**config.mk**
```make
export PLATFORM = sky130hd
export DESIGN_NAME = ram_port_arbiter
export DESIGN_NICKNAME = d
export VERILOG_FILES = /design/src/rtl/ram_port_arbiter.sv
export SDC_FILE = /design/constraint.sdc
export NUM_CORES = 1
export LEC_CHECK = 0
export ABC_AREA = 1
export CORE_AREA = 2 2 144 146
export CTS_CLUSTER_DIAMETER = 200
export DETAILED_ROUTE_END_ITERATION = 8
export DIE_AREA = 0 0 146 148
export PLACE_DENSITY = 0.64
export SYNTH_ARGS = -nofsm -noshare
export SYNTH_HDL_FRONTEND = slang
export SYNTH_SLANG_ARGS = --single-unit
export TNS_END_PERCENT = 1
```
**constraint.sdc**
```tcl
create_clock -name clk -period 6.1 [get_ports clk]
set_clock_uncertainty 0.2 [all_clocks]
set_input_delay 1.22 -clock clk [delete_from_list [all_inputs] [get_ports clk]]
set_output_delay 1.22 -clock clk [all_outputs]
set_load 0.02 [all_outputs]
```
**src/rtl/ram_port_arbiter.sv**
```systemverilog
// Two-requester scheduler for a one-read/one-write-port block RAM.
// Packs up to one read and one write per cycle and never issues a same-address pair.
module ram_port_arbiter #(
  parameter  int WIDTH = 64,
  parameter  int SIZE  = 512,
  localparam int ABITS = $clog2(SIZE)
) (
  input  logic             clk,
  input  logic             rst,
  input  logic             r0_valid,
  input  logic             r0_we,
  input  logic [ABITS-1:0] r0_addr,
  input  logic [WIDTH-1:0] r0_wdata,
  output logic             r0_ready,
  input  logic             r1_valid,
  input  logic             r1_we,
  input  logic [ABITS-1:0] r1_addr,
  input  logic [WIDTH-1:0] r1_wdata,
  output logic             r1_ready,
  output logic             rsp0_valid,
  output logic             rsp1_valid,
  output logic [WIDTH-1:0] rsp_data,
  output logic             ram_rden,
  output logic [ABITS-1:0] ram_rdaddr,
  input  logic [WIDTH-1:0] ram_rddata,
  output logic             ram_wren,
  output logic [ABITS-1:0] ram_wraddr,
  output logic [WIDTH-1:0] ram_wrdata
);

  logic             rd0, rd1, wr0, wr1;
  logic             pre_rd0, pre_rd1, pre_wr0, pre_wr1;
  logic             gnt_rd0, gnt_rd1, gnt_wr0, gnt_wr1;
  logic             rd_any, wr_any, conflict, same_type;
  logic [ABITS-1:0] rd_addr, wr_addr;
  logic [WIDTH-1:0] wr_data;
  logic             prio_q, wr_starved_q;
  logic [1:0]       rd_owner_q;

  // NOTE: every signal gets a default at the top so no path can leave one unassigned (no latch).
  always_comb begin
    rd0 = r0_valid & ~r0_we;
    rd1 = r1_valid & ~r1_we;
    wr0 = r0_valid &  r0_we;
    wr1 = r1_valid &  r1_we;

    pre_rd0 = rd0 & (~rd1 | ~prio_q);
    pre_rd1 = rd1 & (~rd0 |  prio_q);
    pre_wr0 = wr0 & (~wr1 | ~prio_q);
    pre_wr1 = wr1 & (~wr0 |  prio_q);

    rd_addr = pre_rd1 ? r1_addr : r0_addr;
    wr_addr = pre_wr1 ? r1_addr : r0_addr;
    wr_data = pre_wr1 ? r1_wdata : r0_wdata;

    // A reader and a writer together are always one of each requester.
    conflict  = (pre_rd0 | pre_rd1) & (pre_wr0 | pre_wr1) & (rd_addr == wr_addr);
    same_type = (rd0 & rd1) | (wr0 & wr1);

    gnt_rd0 = pre_rd0;
    gnt_rd1 = pre_rd1;
    gnt_wr0 = pre_wr0;
    gnt_wr1 = pre_wr1;
    if (conflict) begin
      if (wr_starved_q) begin
        gnt_rd0 = 1'b0;
        gnt_rd1 = 1'b0;
      end else begin
        gnt_wr0 = 1'b0;
        gnt_wr1 = 1'b0;
      end
    end
    if (rst) begin
      gnt_rd0 = 1'b0;
      gnt_rd1 = 1'b0;
      gnt_wr0 = 1'b0;
      gnt_wr1 = 1'b0;
    end

    rd_any   = gnt_rd0 | gnt_rd1;
    wr_any   = gnt_wr0 | gnt_wr1;
    r0_ready = gnt_rd0 | gnt_wr0;
    r1_ready = gnt_rd1 | gnt_wr1;
  end

  assign rsp_data = ram_rddata;

  // NOTE: state is updated with non-blocking assignments so all registers see pre-edge values.
  always_ff @(posedge clk) begin
    if (rst) begin
      prio_q       <= 1'b0;
      wr_starved_q <= 1'b0;
      ram_rden     <= 1'b0;
      ram_rdaddr   <= '0;
      ram_wren     <= 1'b0;
      ram_wraddr   <= '0;
      ram_wrdata   <= '0;
      rd_owner_q   <= '0;
      rsp0_valid   <= 1'b0;
      rsp1_valid   <= 1'b0;
    end else begin
      if (same_type) prio_q <= ~prio_q;
      if (wr_any)        wr_starved_q <= 1'b0;
      else if (conflict) wr_starved_q <= 1'b1;

      ram_rden <= rd_any;
      if (rd_any) ram_rdaddr <= rd_addr;
      ram_wren <= wr_any;
      if (wr_any) begin
        ram_wraddr <= wr_addr;
        ram_wrdata <= wr_data;
      end

      // Owner tag travels with the read so the response lands on the right requester.
      rd_owner_q <= {gnt_rd1, gnt_rd0};
      rsp0_valid <= rd_owner_q[0];
      rsp1_valid <= rd_owner_q[1];
    end
  end

endmodule

```
Yosys cells after proc, flatten, opt, wreduce, memory -nomap -nowiden
Cells that the tools add are included. W data, S select, Z words.

Bits in registers: 90. Input port bits: 216. Output and inout bits: 152. Logic and storage cells: 57.

Equality and inequality tests: 1. Mux-type cells: 15. Bitwise operators: 30. Reduce and logical (&&, ||, !) cells: 1.

Operator list (count): $mux W64 (1); $mux W9 (2); $and A1 B1 Y1 (12); $mux W1 (12); $or A1 B1 Y1 (11); $eq A9 B9 Y1 (1); $not A1 Y1 (7); $reduce_or A2 Y1 (1).

Logic depth before layout (Yosys ltp)
Depth after elaboration: 12. Gate-level depth with buffers: 18. Gate-level depth less buffers: 15.

Worst setup path after synthesis
No wires, ideal clock.

Path kind: input -> output. Start: in r1_valid. End: out r0_ready. Arrival: 2.672 ns. Slack: 2.008 ns. Stages: 15. Path buffers: 2. Path through: inv_1 > nor2_2 > nand2_2 > buf_6 > nand2_1 > nand2_1 > inv_2 > nand2_1 > nand2_1 > nand2_1 > nor2_2 > nand3_4 > clkbuf_1 > nand2_1 > nand2_1.

Cells in the longest elaborated chain, start to end: 10.

RTL lines: start: declaration (line 15) `input logic r1_valid,`; $and A1 B1 Y1 (on tied branches) (line 43, 45); $not A1 Y1 (on tied branches) (line 47, 49); $or A1 B1 Y1 (on tied branches) (line 47, 49); $and A1 B1 Y1 (on tied branches) (line 47, 49); $or A1 B1 Y1 (line 57) `conflict = (pre_rd0 | pre_rd1) & (pre_wr0 | pre_wr1) & (rd_addr == wr_addr);`; $and A1 B1 Y1 (2 in a row) (line 57); $mux W1 (line 64) `if (conflict) begin`; $mux W1 (line 73) `if (rst) begin`; $or A1 B1 Y1 (*) (line 82) `r0_ready = gnt_rd0 | gnt_wr0;`; end: declaration (line 14) `output logic r0_ready,`.

Every way passes the cells marked *; elsewhere a longest branch is shown, timed or not.

Final worst setup path
Ends and elaborated chain as after synthesis.

==> impl_metrics.env <==
export IMPL_fin_util=0.386
export IMPL_pwr_share_comb=0.285
export IMPL_drc=0
export IMPL_wire_per_inst_um=14.3
export IMPL_finalNonFillerCells=1169
export IMPL_track_usage=0.150
export IMPL_switchingPower_mw=0.537
export IMPL_post_cts_buffers=0
export IMPL_irDropWorstVdd_uv=121
export IMPL_numCtsBuffers=9
export IMPL_synth_seq_cells=90
export IMPL_grt_pass1_wl_mm=25.8
export IMPL_areaGrowthSynthToFinish_pct=43.7
export IMPL_power_internal_mw=1.18
export IMPL_cp_end_kind="primary output"
export IMPL_synth_edff_count=0
export IMPL_grt_overflow_total=0
export IMPL_fmax_mhz=181
export IMPL_path_clk_slew_ns=0.07
export IMPL_cts_resized=0
export IMPL_dieArea_um2=21600
export IMPL_diodes=0
export IMPL_pwr_share_clk=0.328
export IMPL_ys_types=29
export IMPL_cts_htree_levels=3
export IMPL_die_w_um=146
export IMPL_finalSetupTns_ns=0
export IMPL_slew_headroom=0.271
export IMPL_path_max_fanout=19
export IMPL_initial_core_util=0.269
export IMPL_cap_viol_max_count=0
export IMPL_syn_inst=741
export IMPL_worstMarginPinSlew_ns=1.09
export IMPL_row_count=52
export IMPL_chipHeight_um=148
export IMPL_cp_start_kind="input port"
export IMPL_core_um2=20000
export IMPL_routabilityCongestion=0.915
export IMPL_setup_viol=0
export IMPL_grt_start_max_net_pins=84
export IMPL_cts_sinks=90
export IMPL_yosysWarnings=0
export IMPL_ios=368
export IMPL_yosys_most_used_dff="dfxtp_1"
export IMPL_nets=1110
export IMPL_grt_pass1_vias=4901
export IMPL_synthArstFlopShare=0
export IMPL_syn_nets=957
export IMPL_min_period_over_period=0.908
export IMPL_clk_latency_ns=0.35
export IMPL_antenna_found_initial=0
export IMPL_hpwl_mm=12.3
export IMPL_portBuffers=239
export IMPL_cts_path_max_buffers=2
export IMPL_vias=5143
export IMPL_p_sw_frac=0.313
export IMPL_hold_class="reg -> reg"
export IMPL_avgSynthCellArea_um2=7.27
export IMPL_crit_type="in -> out"
export IMPL_finalHoldViolations=0
export IMPL_hold_buffers=0
export IMPL_worstPathArrival_ns=4.12
export IMPL_cp_required_ns=4.68
export IMPL_cts_root_buf="clkbuf_16"
export IMPL_seq_power_share=0.388
export IMPL_cts_tree="yes"
export IMPL_dp_cells=1153
export IMPL_drt_iter0_markers=167
export IMPL_seq_area_frac_synth=0.334
export IMPL_routed_via_density=4.40
export IMPL_rsz0062_at_grt="no"
export IMPL_antenna_left=0
export IMPL_totalWireLength_mm=16.7
export IMPL_dr_pass1_iters=4
export IMPL_finalMaxSlewViolations=0
export IMPL_finalCriticalPeriod_ns=5.54
export IMPL_status="completed"
export IMPL_fillers=2114
export IMPL_worstRegToRegCells=15
export IMPL_whs_path_depth=2
export IMPL_final_layout_size_suffix_gt1_frac=0.127
export IMPL_synthesis_area_um2=5390
export IMPL_powerDensity_nw_per_um2=221
export IMPL_p_leak_nw=3.52
-- Yosys cell counts, types with 12 or more instances --
| library cell | number | area (um^2) |
|---|---|---|
| nand2_1 | 227 | 852 |
| dfxtp_1 | 90 | 1800 |
| nand3_1 | 77 | 385 |
| buf_4 | 67 | 503 |
| inv_1 | 65 | 244 |
| mux2_2 | 50 | 563 |
| nor2_1 | 34 | 128 |
| o211ai_1 | 24 | 180 |
| clkbuf_1 | 18 | 67.6 |
| inv_2 | 15 | 56.3 |
| mux2i_1 | 14 | 140 |
| buf_6 | 12 | 135 |
-- final timing paths --
check                                   start       endpoint  slack (ns)
worst min-delay path            rd_owner_q[1]     rsp1_valid        0.21
worst max register to register         prio_q  ram_wraddr[0]        2.85
worst max-delay path                 r1_valid       r0_ready        0.56
worst min register to register  rd_owner_q[1]     rsp1_valid        0.21
-- critical path, cell delays in order --
cell and delay [ns]:
clkdlybuf4s50_1 0.49, inv_1 0.06, nor2_2 0.41, nand2_2 0.29, nand2_1 0.13, nand2_1 0.07, inv_1 0.07, nand2_1 0.05
nand2_1 0.07, nand2_1 0.09, nor2_2 0.22, nand3_4 0.24, nand2_1 0.12, nand2_1 0.06, clkdlybuf4s50_1 0.53
-- routing by layer --
| layer | part of all wire | track usage | wire (um) |
|---|---|---|---|
| met5 | 0 | 0 | 0 |
| met4 | 0.031 | 0.0665 | 522 |
| met3 | 0.075 | 0.0481 | 1250 |
| met2 | 0.48 | 0.255 | 8050 |
| met1 | 0.41 | 0.173 | 6860 |
-- state kept, by name, indices dropped and copies added, names as in the netlist, 2 cells and up --
| signal | flops |
|---|---|
| ram_wrdata | 64 |
| ram_rdaddr | 9 |
| ram_wraddr | 9 |
| rd_owner_q | 2 |
-- per-stage QoR --
step                      total power [mW]  instance area (um^2)  hold WS [ns]  worst slack, ns
after global placement                1.17                  7450         0.193            0.645
after detailed placement              1.17                  7450         0.195            0.580
after floorplan                      0.991                  5390         0.188             2.01
after CTS                             1.74                  7740         0.211            0.581
final                                 1.71                  7740         0.210            0.562
after global routing                  1.81                  7740         0.228            0.276
-- power groups by stage --
stage,logic [mW],clock network [mW],registers [mW]
detailed placement,0.491,0,0.679
finish,0.488,0.561,0.665
global route,0.529,0.607,0.672
floorplan,0.252,0,0.739
global placement,0.490,0,0.677
CTS,0.493,0.586,0.665
-- cells by family after synthesis --
kind of cell,count (synthesis),share of synthesized area
AOI/OAI and AO/OA,38,0.0506
buffers and inverters,186,0.194
DFF,90,0.334
and+or+nand+nor,363,0.290
muxes,64,0.131
-- cell usage in the layout, fill, tap and decap left out, types with 2 or more instances in the layout --
master	count
a21oi_1	4
buf_4	9
clkbuf_16	9
clkdlybuf4s50_1	239
clkinvlp_4	2
dfxtp_1	90
inv_1	64
inv_2	16
inv_6	3
mux2_2	50
mux2i_1	14
nand2_1	227
nand2_2	11
nand3_1	77
nand3_2	2
nand3_4	2
nand3b_1	3
nand4_1	2
nor2_1	34
nor2_2	2
o211ai_1	24
o21ai_0	4
o21ai_2	2
-- layout make-up --
cell class	instances	area, um^2	area share
Inverter	80	300	0.0388
Clock buffer	9	225	0.0291
Multi-Input combinational cell	465	2550	0.329
Sequential cell	90	1800	0.233
Tap cell	270	338	0.0436
Clock inverter	7	68.8	0.00889
Timing Repair Buffer	248	2460	0.318
No activity file was read; power rests on OpenSTA's default activity.
